### config.mk
export PLATFORM = sky130hd
export DESIGN_NAME = axi_r_stream_framer_flat
export DESIGN_NICKNAME = d
export VERILOG_FILES = /design/src/rtl/axi_r_framer_pkg.sv /design/src/rtl/axi_r_stream_framer_if.sv /design/src/rtl/axis_skid_buf.sv /design/src/rtl/axi_r_stream_framer.sv /design/src/flat_wrapper.sv
export SDC_FILE = /design/constraint.sdc
export NUM_CORES = 1
export LEC_CHECK = 0
export CAP_MARGIN = 20
export CORE_MARGIN = 4
export CORE_UTILIZATION = 45
export CTS_CLUSTER_SIZE = 20
export DETAILED_ROUTE_END_ITERATION = 10
export PLACE_DENSITY_LB_ADDON = 0.2
export SKIP_LAST_GASP = 1
export SYNTH_ARGS = -nofsm -noshare
export SYNTH_HDL_FRONTEND = slang
export SYNTH_SLANG_ARGS = --single-unit
export TNS_END_PERCENT = 100
### constraint.sdc
create_clock -name clk -period 2.8 [get_ports clk]
set_clock_uncertainty 0.2 [all_clocks]
set_input_delay 0.42 -clock clk [delete_from_list [all_inputs] [get_ports clk]]
set_output_delay 0.42 -clock clk [all_outputs]
set_load 0.05 [all_outputs]
### src/rtl/axi_r_framer_pkg.sv
// Shared types and constants for the AXI R-channel to AXI-Stream framer.
// Holds the FSM state encoding, header/trailer field positions and the beat counter width helper.
// Optional trailer beat is enabled by defining R_FRAMER_TRAILER_EN; TRAIL is always part of the enum.
package axi_r_framer_pkg;

    typedef enum logic [2:0] {
        IDLE  = 3'd0,
        HDR   = 3'd1,
        DATA  = 3'd2,
        DRAIN = 3'd3,
        TRAIL = 3'd4
    } state_t;

    // Header beat: rid sits at the bottom, ruser immediately above it, rest zero.
    localparam int HDR_RID_LSB  = 0;

    // Trailer beat field positions.
    localparam int TRL_CNT_LSB  = 0;
    localparam int TRL_CNT_W    = 16;
    localparam int TRL_RESP_BIT = 16;
    localparam int TRL_OVF_BIT  = 17;

    // Counter must represent 0..MAX_BEATS inclusive.
    function automatic int beat_cnt_width(input int max_beats);
        return $clog2(max_beats + 1);
    endfunction

endpackage

### src/rtl/axi_r_stream_framer_if.sv
// Bundle of the AXI4 R-channel input and AXI-Stream output of the framer.
// master: the surrounding system (drives R beats, drives tready, consumes the stream).
// slave : the framer (accepts R beats, drives the stream).
interface axi_r_stream_framer_if #(
    parameter int DATA_WIDTH = 128,
    parameter int ID_WIDTH   = 32,
    parameter int USER_WIDTH = 64
);
    logic [ID_WIDTH-1:0]     s_rid;
    logic [DATA_WIDTH-1:0]   s_rdata;
    logic [1:0]              s_rresp;
    logic                    s_rlast;
    logic [USER_WIDTH-1:0]   s_ruser;
    logic                    s_rvalid;
    logic                    s_rready;

    logic [DATA_WIDTH-1:0]   m_axis_tdata;
    logic [DATA_WIDTH/8-1:0] m_axis_tkeep;
    logic                    m_axis_tuser;
    logic                    m_axis_tlast;
    logic                    m_axis_tvalid;
    logic                    m_axis_tready;

    modport master (
        output s_rid, s_rdata, s_rresp, s_rlast, s_ruser, s_rvalid, m_axis_tready,
        input  s_rready, m_axis_tdata, m_axis_tkeep, m_axis_tuser, m_axis_tlast, m_axis_tvalid
    );

    modport slave (
        input  s_rid, s_rdata, s_rresp, s_rlast, s_ruser, s_rvalid, m_axis_tready,
        output s_rready, m_axis_tdata, m_axis_tkeep, m_axis_tuser, m_axis_tlast, m_axis_tvalid
    );
endinterface

### src/rtl/axis_skid_buf.sv
// 2-entry registered skid buffer: output register plus one overflow (skid) register.
// Latency 1 cycle input to output; full rate while i_out_rdy stays high.
// o_in_rdy is registered (low only while the skid entry is occupied); output payload holds while stalled.
// Ports: clk/reset; i_in_dat/i_in_vld/o_in_rdy upstream; o_out_dat/o_out_vld/i_out_rdy downstream.
module axis_skid_buf #(
    parameter int W = 8
) (
    input  logic         clk,
    input  logic         reset,
    input  logic [W-1:0] i_in_dat,
    input  logic         i_in_vld,
    output logic         o_in_rdy,
    output logic [W-1:0] o_out_dat,
    output logic         o_out_vld,
    input  logic         i_out_rdy
);
    logic [W-1:0] r_out_dat;
    logic [W-1:0] r_skid_dat;
    logic         r_out_vld;
    logic         r_skid_vld;

    assign o_in_rdy  = !r_skid_vld;
    assign o_out_dat = r_out_dat;
    assign o_out_vld = r_out_vld;

    always_ff @(posedge clk) begin
        if (reset) begin
            r_out_dat  <= '0;
            r_skid_dat <= '0;
            r_out_vld  <= 1'b0;
            r_skid_vld <= 1'b0;
        end else if (!r_out_vld || i_out_rdy) begin
            // Output slot frees up: the skid entry (older) has priority.
            // Upstream cannot push in the same cycle because o_in_rdy is low then.
            if (r_skid_vld) begin
                r_out_dat  <= r_skid_dat;
                r_out_vld  <= 1'b1;
                r_skid_vld <= 1'b0;
            end else begin
                r_out_vld <= i_in_vld;
                if (i_in_vld) begin
                    r_out_dat <= i_in_dat;
                end
            end
        end else if (i_in_vld && !r_skid_vld) begin
            r_skid_dat <= i_in_dat;
            r_skid_vld <= 1'b1;
        end
    end
endmodule

### src/rtl/axi_r_stream_framer.sv
// Frames one AXI4 R burst as an AXI-Stream frame: header beat (rid, ruser) then data beats, tlast at end.
// Latency: header 1 cycle after s_rvalid seen in IDLE; data 1 cycle from acceptance; 1 beat/cycle sustained.
// Backpressure: s_rready drops when the skid buffer is full; output holds while tvalid && !tready.
// Ports: clk, reset (sync, active-high), bus (slave modport), frame_count, err_resp, err_overflow, err_id.
// Optional macro R_FRAMER_TRAILER_EN appends a trailer beat (count, resp error, overflow) to each frame.
module axi_r_stream_framer
    import axi_r_framer_pkg::*;
#(
    parameter int DATA_WIDTH = 128,
    parameter int ID_WIDTH   = 32,
    parameter int USER_WIDTH = 64,
    parameter int MAX_BEATS  = 256
) (
    input  logic                 clk,
    input  logic                 reset,
    axi_r_stream_framer_if.slave bus,
    output logic [31:0]          frame_count,
    output logic                 err_resp,
    output logic                 err_overflow,
    output logic                 err_id
);
    localparam int                CNT_W   = beat_cnt_width(MAX_BEATS);
    localparam int                PW      = DATA_WIDTH + 2;
    localparam logic [CNT_W-1:0]  MAX_CNT = CNT_W'(MAX_BEATS);
    localparam int                HDR_USER_LSB = HDR_RID_LSB + ID_WIDTH;

    state_t            r_state, w_state_nxt;
    logic [ID_WIDTH-1:0] r_rid;
    logic [CNT_W-1:0]  r_beat_cnt;
    logic [CNT_W-1:0]  w_cnt_nxt;
    logic [31:0]       r_frame_count;
    logic              r_err_resp, r_err_overflow, r_err_id;

    logic              w_push, w_buf_rdy, w_rready, w_accept;
    logic              w_hdr_load, w_frame_inc, w_ovf_set, w_end;
    logic [PW-1:0]     w_push_dat;
    logic [PW-1:0]     w_out_dat;
    logic              w_out_vld;
    logic [DATA_WIDTH-1:0] w_hdr;

`ifdef R_FRAMER_TRAILER_EN
    logic              r_resp_or, r_frm_ovf;
    logic [DATA_WIDTH-1:0] w_trl;

    always_comb begin
        w_trl = '0;
        w_trl[TRL_CNT_LSB +: TRL_CNT_W] = TRL_CNT_W'(r_beat_cnt);
        w_trl[TRL_RESP_BIT] = r_resp_or;
        w_trl[TRL_OVF_BIT]  = r_frm_ovf;
    end
`endif

    assign w_cnt_nxt = r_beat_cnt + CNT_W'(1);
    assign w_accept  = bus.s_rvalid && w_rready;

    always_comb begin
        w_hdr = '0;
        w_hdr[HDR_RID_LSB +: ID_WIDTH]    = bus.s_rid;
        w_hdr[HDR_USER_LSB +: USER_WIDTH] = bus.s_ruser;
    end

    always_comb begin
        w_state_nxt = r_state;
        w_push      = 1'b0;
        w_push_dat  = '0;
        w_rready    = 1'b0;
        w_hdr_load  = 1'b0;
        w_frame_inc = 1'b0;
        w_ovf_set   = 1'b0;
        w_end       = 1'b0;
        case (r_state)
            IDLE: begin
                // Peek at the first beat for rid/ruser without consuming it.
                if (bus.s_rvalid && w_buf_rdy) begin
                    w_push      = 1'b1;
                    w_push_dat  = {w_hdr, 1'b1, 1'b0};
                    w_hdr_load  = 1'b1;
                    w_state_nxt = HDR;
                end
            end
            HDR: begin
                // Only the header carries tuser=1, so this is its output handshake.
                if (w_out_vld && bus.m_axis_tready && w_out_dat[1]) begin
                    w_state_nxt = DATA;
                end
            end
            DATA: begin
                w_rready = w_buf_rdy;
                if (w_accept) begin
                    w_push = 1'b1;
                    w_end  = bus.s_rlast || (w_cnt_nxt == MAX_CNT);
                    if (!bus.s_rlast && (w_cnt_nxt == MAX_CNT)) begin
                        w_ovf_set = 1'b1;
                    end
`ifdef R_FRAMER_TRAILER_EN
                    w_push_dat = {bus.s_rdata, 1'b0, 1'b0};
                    if (w_end) begin
                        w_state_nxt = TRAIL;
                    end
`else
                    w_push_dat = {bus.s_rdata, 1'b0, w_end};
                    if (w_end) begin
                        w_frame_inc = 1'b1;
                        w_state_nxt = bus.s_rlast ? IDLE : DRAIN;
                    end
`endif
                end
            end
            DRAIN: begin
                w_rready = 1'b1;
                if (w_accept && bus.s_rlast) begin
                    w_state_nxt = IDLE;
                end
            end
`ifdef R_FRAMER_TRAILER_EN
            TRAIL: begin
                if (w_buf_rdy) begin
                    w_push      = 1'b1;
                    w_push_dat  = {w_trl, 1'b0, 1'b1};
                    w_frame_inc = 1'b1;
                    w_state_nxt = r_frm_ovf ? DRAIN : IDLE;
                end
            end
`endif
            default: w_state_nxt = IDLE;
        endcase
    end

    always_ff @(posedge clk) begin
        if (reset) begin
            r_state        <= IDLE;
            r_rid          <= '0;
            r_beat_cnt     <= '0;
            r_frame_count  <= '0;
            r_err_resp     <= 1'b0;
            r_err_overflow <= 1'b0;
            r_err_id       <= 1'b0;
`ifdef R_FRAMER_TRAILER_EN
            r_resp_or      <= 1'b0;
            r_frm_ovf      <= 1'b0;
`endif
        end else begin
            r_state    <= w_state_nxt;
            r_err_resp <= w_accept && (bus.s_rresp != 2'b00);
            if (w_hdr_load) begin
                r_rid      <= bus.s_rid;
                r_beat_cnt <= '0;
`ifdef R_FRAMER_TRAILER_EN
                r_resp_or  <= 1'b0;
                r_frm_ovf  <= 1'b0;
`endif
            end
            if ((r_state == DATA) && w_accept) begin
                r_beat_cnt <= w_cnt_nxt;
                if (bus.s_rid != r_rid) begin
                    r_err_id <= 1'b1;
                end
`ifdef R_FRAMER_TRAILER_EN
                if (bus.s_rresp != 2'b00) begin
                    r_resp_or <= 1'b1;
                end
`endif
            end
            if (w_ovf_set) begin
                r_err_overflow <= 1'b1;
`ifdef R_FRAMER_TRAILER_EN
                r_frm_ovf      <= 1'b1;
`endif
            end
            if (w_frame_inc) begin
                r_frame_count <= r_frame_count + 32'd1;
            end
        end
    end

    axis_skid_buf #(.W(PW)) u_skid (
        .clk       (clk),
        .reset     (reset),
        .i_in_dat  (w_push_dat),
        .i_in_vld  (w_push),
        .o_in_rdy  (w_buf_rdy),
        .o_out_dat (w_out_dat),
        .o_out_vld (w_out_vld),
        .i_out_rdy (bus.m_axis_tready)
    );

    assign bus.s_rready      = w_rready;
    assign bus.m_axis_tdata  = w_out_dat[PW-1:2];
    assign bus.m_axis_tuser  = w_out_dat[1];
    assign bus.m_axis_tlast  = w_out_dat[0];
    assign bus.m_axis_tvalid = w_out_vld;
    assign bus.m_axis_tkeep  = '1;

    assign frame_count  = r_frame_count;
    assign err_resp     = r_err_resp;
    assign err_overflow = r_err_overflow;
    assign err_id       = r_err_id;
endmodule

### src/flat_wrapper.sv
// flat-port wrapper written by rule: the top's interface ports become plain ports
module axi_r_stream_framer_flat import axi_r_framer_pkg::*;
#(
    parameter int DATA_WIDTH = 128,
    parameter int ID_WIDTH   = 32,
    parameter int USER_WIDTH = 64,
    parameter int MAX_BEATS  = 256
)
  (clk, reset, frame_count, err_resp, err_overflow, err_id, bus_s_rid, bus_s_rdata, bus_s_rresp, bus_s_rlast, bus_s_ruser, bus_s_rvalid, bus_m_axis_tready, bus_s_rready, bus_m_axis_tdata, bus_m_axis_tkeep, bus_m_axis_tuser, bus_m_axis_tlast, bus_m_axis_tvalid);
  axi_r_stream_framer_if #(.DATA_WIDTH(DATA_WIDTH), .ID_WIDTH(ID_WIDTH), .USER_WIDTH(USER_WIDTH)) bus_i ();
  input  logic clk;
  input  logic reset;
  output logic [31:0] frame_count;
  output logic err_resp;
  output logic err_overflow;
  output logic err_id;
  input wire logic [$bits(bus_i.s_rid)-1:0] bus_s_rid;
  input wire logic [$bits(bus_i.s_rdata)-1:0] bus_s_rdata;
  input wire logic [$bits(bus_i.s_rresp)-1:0] bus_s_rresp;
  input wire logic [$bits(bus_i.s_rlast)-1:0] bus_s_rlast;
  input wire logic [$bits(bus_i.s_ruser)-1:0] bus_s_ruser;
  input wire logic [$bits(bus_i.s_rvalid)-1:0] bus_s_rvalid;
  input wire logic [$bits(bus_i.m_axis_tready)-1:0] bus_m_axis_tready;
  output wire logic [$bits(bus_i.s_rready)-1:0] bus_s_rready;
  output wire logic [$bits(bus_i.m_axis_tdata)-1:0] bus_m_axis_tdata;
  output wire logic [$bits(bus_i.m_axis_tkeep)-1:0] bus_m_axis_tkeep;
  output wire logic [$bits(bus_i.m_axis_tuser)-1:0] bus_m_axis_tuser;
  output wire logic [$bits(bus_i.m_axis_tlast)-1:0] bus_m_axis_tlast;
  output wire logic [$bits(bus_i.m_axis_tvalid)-1:0] bus_m_axis_tvalid;
  assign bus_i.s_rid = bus_s_rid;
  assign bus_i.s_rdata = bus_s_rdata;
  assign bus_i.s_rresp = bus_s_rresp;
  assign bus_i.s_rlast = bus_s_rlast;
  assign bus_i.s_ruser = bus_s_ruser;
  assign bus_i.s_rvalid = bus_s_rvalid;
  assign bus_i.m_axis_tready = bus_m_axis_tready;
  assign bus_s_rready = bus_i.s_rready;
  assign bus_m_axis_tdata = bus_i.m_axis_tdata;
  assign bus_m_axis_tkeep = bus_i.m_axis_tkeep;
  assign bus_m_axis_tuser = bus_i.m_axis_tuser;
  assign bus_m_axis_tlast = bus_i.m_axis_tlast;
  assign bus_m_axis_tvalid = bus_i.m_axis_tvalid;
  axi_r_stream_framer #(.DATA_WIDTH(DATA_WIDTH), .ID_WIDTH(ID_WIDTH), .USER_WIDTH(USER_WIDTH), .MAX_BEATS(MAX_BEATS)) u_core (.clk(clk), .reset(reset), .bus(bus_i), .frame_count(frame_count), .err_resp(err_resp), .err_overflow(err_overflow), .err_id(err_id));
endmodule
==> results of run 1 <==
flip-flops by register name (all words and copies together), names as in the netlist:
register and cells:
u_core.u_skid.r_skid_dat 130, u_core.frame_count 32, u_core.r_rid 32, u_core.u_skid.o_out_dat 130
u_core.u_skid.o_out_vld 1, u_core.err_resp 1, u_core.r_beat_cnt 9, u_core.r_state 2
u_core.err_id 1, u_core.err_overflow 1, u_core.u_skid.r_skid_vld 1
synth_stat cells (all sizes together) (3+ instances only):
master	count
a211oi	98
a21oi	197
a221oi	32
a22oi	3
and3	4
and4	4
buf	37
clkbuf	131
dfxtp	340
inv	7
mux2i	97
nand2	312
nand3	46
nand4	8
nor2	255
nor2b	3
nor3	136
nor4	11
o21ai	29
o311ai	5
o31ai	6
or3	21
or4	6
xor2	38
area by class of cell:
class | count | area, sq um
Clock inverter | 9 | 72.6
Tap cell | 435 | 544
Antenna cell | 2 | 5.00
Timing Repair Buffer | 452 | 4650
Multi-Input combinational cell | 1347 | 7300
Fill cell | 2731 | 11300
Clock buffer | 59 | 1180
Inverter | 7 | 26.3
Sequential cell | 340 | 6810
critical path, stage by stage (launching register included):
cell	delay (ns)
dfxtp_1	0.39
ha_1	0.27
nand4_1	0.24
nor4_4	0.27
buf_4	0.19
o311ai_2	0.18
buf_4	0.24
or3_1	0.35
a21oi_1	0.15
report_power, final:
group          switching (mW)  internal, mW
Clock                    1.95          3.00
Sequential              0.133          5.06
Combinational            1.49         0.936
kinds of logic after synthesis:
| group | Yosys count |
|---|---|
| other | 1 |
| muxes | 99 |
| DFF | 340 |
| xor gates and xnor gates | 38 |
| buffers and inverters | 175 |
| AOI/OAI and AO/OA | 377 |
| adders and majority gates | 2 |
| and+or+nand+nor | 815 |
worst max path at each step:
stage,from,end,depth (start not counted),slack [ns]
2_1_floorplan,u_core.r_state[0]$_SDFFE_PP0P_,u_core.r_state[0]$_SDFFE_PP0P_,5,0.07
3_3_place_gp,bus_s_rvalid,u_core.frame_count[31]$_SDFFE_PP0P_,6,-0.05
3_5_place_dp,bus_s_rvalid,u_core.frame_count[31]$_SDFFE_PP0P_,6,-0.09
4_1_cts,u_core.r_beat_cnt[0]$_SDFFE_PP0N_,u_core.frame_count[8]$_SDFFE_PP0P_,7,0.14
5_1_grt,u_core.r_beat_cnt[0]$_SDFFE_PP0N_,u_core.frame_count[6]$_SDFFE_PP0P_,8,0.05
6_report,u_core.r_beat_cnt[0]$_SDFFE_PP0N_,u_core.frame_count[8]$_SDFFE_PP0P_,8,0.24
metrics by stage:
| stage | setup TNS [ns] | instance area, sq um | hold WS (ns) | setup WS (ns) | std cells |
|---|---|---|---|---|---|
| after floorplan | 0 | 14800 | 0.236 | 0.0727 | 1862 |
| after global placement | -0.176 | 19300 | 0.236 | -0.0476 | 2580 |
| after detailed placement | -0.590 | 19300 | 0.247 | -0.0865 | 2580 |
| after CTS | 0 | 20600 | 0.190 | 0.144 | 2648 |
| after global routing | 0 | 20600 | 0.236 | 0.0499 | 2651 |
| final | 0 | 20600 | 0.218 | 0.240 | 2651 |
per-layer routing:
layer	vias to the layer above	part of all wire (%)	global-route usage, %	routed length (um)
met5	-	0.015	0	7
met4	2	2.7	7.15	1260
met3	79	7.4	5.22	3430
met2	505	50	42.2	22900
met1	6830	40	30.5	18600
li1	7059	-	-	-
timing repair:
item / CTS / global route
hold buffers: 0 / 0
endpoints found under the setup margin: 0 / 16
buffers inserted: 0 / 1
resized for setup: 0 / 0
==> out/results.txt, run 1 <==
# nets final: 2419
slew margin rel.: 23.7%
synthesis-stage register bit count: 340
Bufs on Longest Clock Path: 3
Hold Crit Depth: 2
hold crit path type: input pin to flip-flop
Cell variety after synth: 47
Synth Area in XOR/XNOR: 2.26%
drt total wl: 46.2 mm
Compound-Gate Fraction of Synth Area: 15.7%
dpl hpwl: 31.3 mm
clk_lat worst skew: 0.51 ns
Syn Area/Cell: 7.97 sq um
clk slew on worst S/H paths: 0.06 ns
cells after synthesis: 1847
first-pass GRT wire length: 72.8 mm
leakage: 7.05 nW
cell taking the most area after synthesis: dfxtp_1
count of final hold-check violations: 0
Root Driver: clkbuf_16
post-synthesis sequential area ratio: 46.2%
Slew Limit Fails: 0
Post-synth ARST share: 0%
DR DRC count: 0
1st-iter DRT viols: 970
Reg2Reg Capture Point: u_core.frame_count[8]$_SDFFE_PP0P_
mux contribution to synthesized area: 6.75%
Avg WL per Cell: 17.4 um
Worst R2R Setup Slack: 0.24 ns
Starting Density: 46.2%
top cells by area, synth: dfxtp_1 (46%), nand2_1 (8.0%), a21oi_1 (6.7%), mux2i_1 (6.6%), nor2_1 (6.5%)
IO Count: 414
Std-Cell Core Area: 31900 sq um
most common cell after layout, fill and taps aside: clkdlybuf4s50_1
CTS tree: yes
area grow syn2layout: 39.9%
slew of the pin with the lowest slew margin: 1.15 ns
Adder-Cell Fraction of Synth Area: 0.170%
H-tree depth: 2
First-pass DRT Iterations: 5
Post-synth EDFFs: 0
fin crit period: 2.56 ns
clock sink count: 340
Yosys warning total: 0
WS Path Type: flip-flop to flip-flop
initial antenna violation count: 3
crit start category: flip-flop
Final period util: 91.4%
hold path startpoint: reset
RSZ-0062 raised after global routing: no
vias per inst: 5.46
Top FF cell, synth: dfxtp_1
Die W: 189 um
Buffers on Ports: 397
die area: 35700 sq um
Yosys top cell area share: 46.2%
Die H: 189 um
Critical Path RT: 3.03 ns
Final GP Congestion: 0.845
Worst Setup End Kind: flip-flop
total CTS buffers: 38
maximum clock frequency: 391 MHz
Pwr Density: 610 nW/um^2
Syn Std Cell Area: 14700 sq um
pin count of the biggest net entering global routing: 100
grt total ovfl: 0
reg2reg start: u_core.r_beat_cnt[0]$_SDFFE_PP0N_
Max-cap violations: 0
Total GRT Usage: 24.3%
Synth Area in Simple Gates: 23.9%
final setup fails: 0
Max IR drop VDD: 410 uV
row count: 65
crit path max fanout: 15
Reg2Reg Depth: 8
Post-DRT Antenna Nets: 0
run status: completed
vias after detailed routing: 14475
Power, Total: 12.6 mW
Final Util: 64.6%
CP arrival: 2.80 ns
layout cells sized above 1: 5.92%
main combinational cell family by area after synthesis: simple AND/OR/NAND/NOR gates
most frequent cells in the layout: clkdlybuf4s50_1 (395), dfxtp_1 (338), nand2_1 (311)
vias in the first global route: 13928
Hold EP: u_core.u_skid.r_skid_dat[96]$_SDFFE_PP0P_
Note: power is estimated with default switching activity, not from simulation.
==> run 2, diff against run 1 <==
--- a/config.mk
+++ b/config.mk
@@ -11,6 +11,7 @@
 export CTS_CLUSTER_SIZE = 20
 export DETAILED_ROUTE_END_ITERATION = 10
 export PLACE_DENSITY_LB_ADDON = 0.2
+export RECOVER_POWER = 25
 export SKIP_LAST_GASP = 1
 export SYNTH_ARGS = -nofsm -noshare
 export SYNTH_HDL_FRONTEND = slang
==> out/results.txt, run 2 (synthesized netlist as in run 1, its figures left out) <==
run status: completed
WS Path Type: flip-flop to flip-flop
vias per inst: 5.48
vias in the first global route: 13928
vias after detailed routing: 14518
H-tree depth: 2
drt total wl: 46.3 mm
fin crit period: 2.58 ns
RSZ-0062 raised after global routing: no
DR DRC count: 0
Die H: 189 um
Area after DPL: 19300 sq um
slew of the pin with the lowest slew margin: 1.15 ns
Metal-1 WL: 18.8 mm
pin count of the biggest net entering global routing: 100
leakage: 7.03 nW
Max-cap violations: 0
die area: 35700 sq um
Final period util: 92.3%
CTS tree: yes
maximum clock frequency: 387 MHz
CP arrival: 2.82 ns
most common cell after layout, fill and taps aside: clkdlybuf4s50_1
Worst Setup End Kind: flip-flop
post_cts resized: 0
Final Util: 64.4%
Pwr Density: 611 nW/um^2
row count: 65
count of final hold-check violations: 0
initial antenna violation count: 3
Max IR drop VDD: 408 uV
Std-Cell Core Area: 31900 sq um
total CTS buffers: 38
slew margin rel.: 23.1%
Avg WL per Cell: 17.5 um
clock sink count: 340
dpl hpwl: 31.3 mm
layout cells sized above 1: 5.60%
met3 WL: 3.35 mm
final setup fails: 0
crit start category: flip-flop
area grow syn2layout: 39.5%
first-pass GRT wire length: 72.8 mm
Worst Hold Slack: 0.217 ns
grt total ovfl: 0
PnR worst setup slack: 0.217 ns
Bufs on Longest Clock Path: 3
Total GRT Usage: 24.3%
Reg2Reg Depth: 8
Post-DRT Antenna Nets: 0
total length of routed met2 wires: 22.9 mm
Die W: 189 um
highest routed layer: met5
Hold Crit Depth: 2
design area: 20500 sq um
Root Driver: clkbuf_16
1st-iter DRT viols: 998
clk_lat worst skew: 0.51 ns
Final GP Congestion: 0.845
most frequent cells in the layout: clkdlybuf4s50_1 (394), dfxtp_1 (338), nand2_1 (311)
First-pass DRT Iterations: 5
Critical Path RT: 3.03 ns
Buffers on Ports: 397
clk slew on worst S/H paths: 0.06 ns
Slew Limit Fails: 0
Starting Density: 46.2%
pre-CTS WS: -0.0865 ns
hold crit path type: input pin to flip-flop
# nets final: 2419
IO Count: 414
crit path max fanout: 15
-- run 2: changes by cell type in the layout (fill, tap and decap cells not counted), moves of 2 or more --
| cell | previous run | this run |
|---|---|---|
| nor2_1 | 252 | 254 |
| clkbuf_4 | 0 | 2 |
| buf_4 | 35 | 31 |
| buf_12 | 21 | 18 |
| clkbuf_1 | 9 | 13 |
-- run 2: layout make-up --
| class | instances | area [sq um] |
|---|---|---|
| fill | 2745 | 11300 |
| timing repair buffer | 452 | 4600 |
| clock inverter | 9 | 72.6 |
| antenna | 2 | 5.00 |
| sequential | 340 | 6810 |
| multi-input combinational | 1347 | 7290 |
| clock buffer | 59 | 1180 |
| tap | 435 | 544 |
| inverter | 7 | 26.3 |
-- run 2: routing by layer --
| metal | vias to the layer above | track usage (%) |
|---|---|---|
| li1 | 7073 | - |
| met1 | 6823 | 30.5 |
| met2 | 535 | 42.2 |
| met3 | 85 | 5.22 |
| met4 | 2 | 7.15 |
| met5 | - | 0 |
-- run 2: where the power goes --
group	leakage [nW]	internal, mW	total (mW)	switching, mW
sequential	2.77	5.06	5.19	0.133
clock	0.622	3.00	4.95	1.95
combinational	3.63	0.921	2.41	1.48
total	7.03	8.97	12.5	3.57
-- run 2: stage by stage --
| stage | setup TNS (ns) | total power [mW] | cells |
|---|---|---|---|
| 2_1_floorplan | 0 | 6.68 | 1862 |
| 3_3_place_gp | -0.176 | 7.69 | 2580 |
| 3_5_place_dp | -0.590 | 7.72 | 2580 |
| 4_1_cts | 0 | 12.6 | 2648 |
| 5_1_grt | 0 | 13.0 | 2651 |
| 6_report | 0 | 12.5 | 2651 |
-- run 2: worst max-delay path: stages, from the launching register on --
cell and delay, ns:
dfxtp_1 0.39, ha_1 0.27, nand4_1 0.24, nor4_4 0.28, buf_4 0.19, o311ai_2 0.18, buf_4 0.24, or3_1 0.35
a21oi_1 0.16
-- run 2: timing repair --
action / in CTS / in global routing
setup endpoints to repair: 0 / 16
buffers inserted: 0 / 1
hold buffers: 0 / 0
-- run 2: path summary, 6_finish.rpt --
path / slack [ns] / endpoint / from
setup / recovery: 0.22 / u_core.frame_count[8]$_SDFFE_PP0P_ / u_core.r_beat_cnt[0]$_SDFFE_PP0N_
hold / removal: 0.22 / u_core.u_skid.r_skid_dat[84]$_SDFFE_PP0P_ / reset
setup reg to reg: 0.22 / u_core.frame_count[8]$_SDFFE_PP0P_ / u_core.r_beat_cnt[0]$_SDFFE_PP0N_
hold reg to reg: 0.25 / u_core.u_skid.r_skid_dat[30]$_SDFFE_PP0P_ / u_core.u_skid.r_skid_dat[30]$_SDFFE_PP0P_
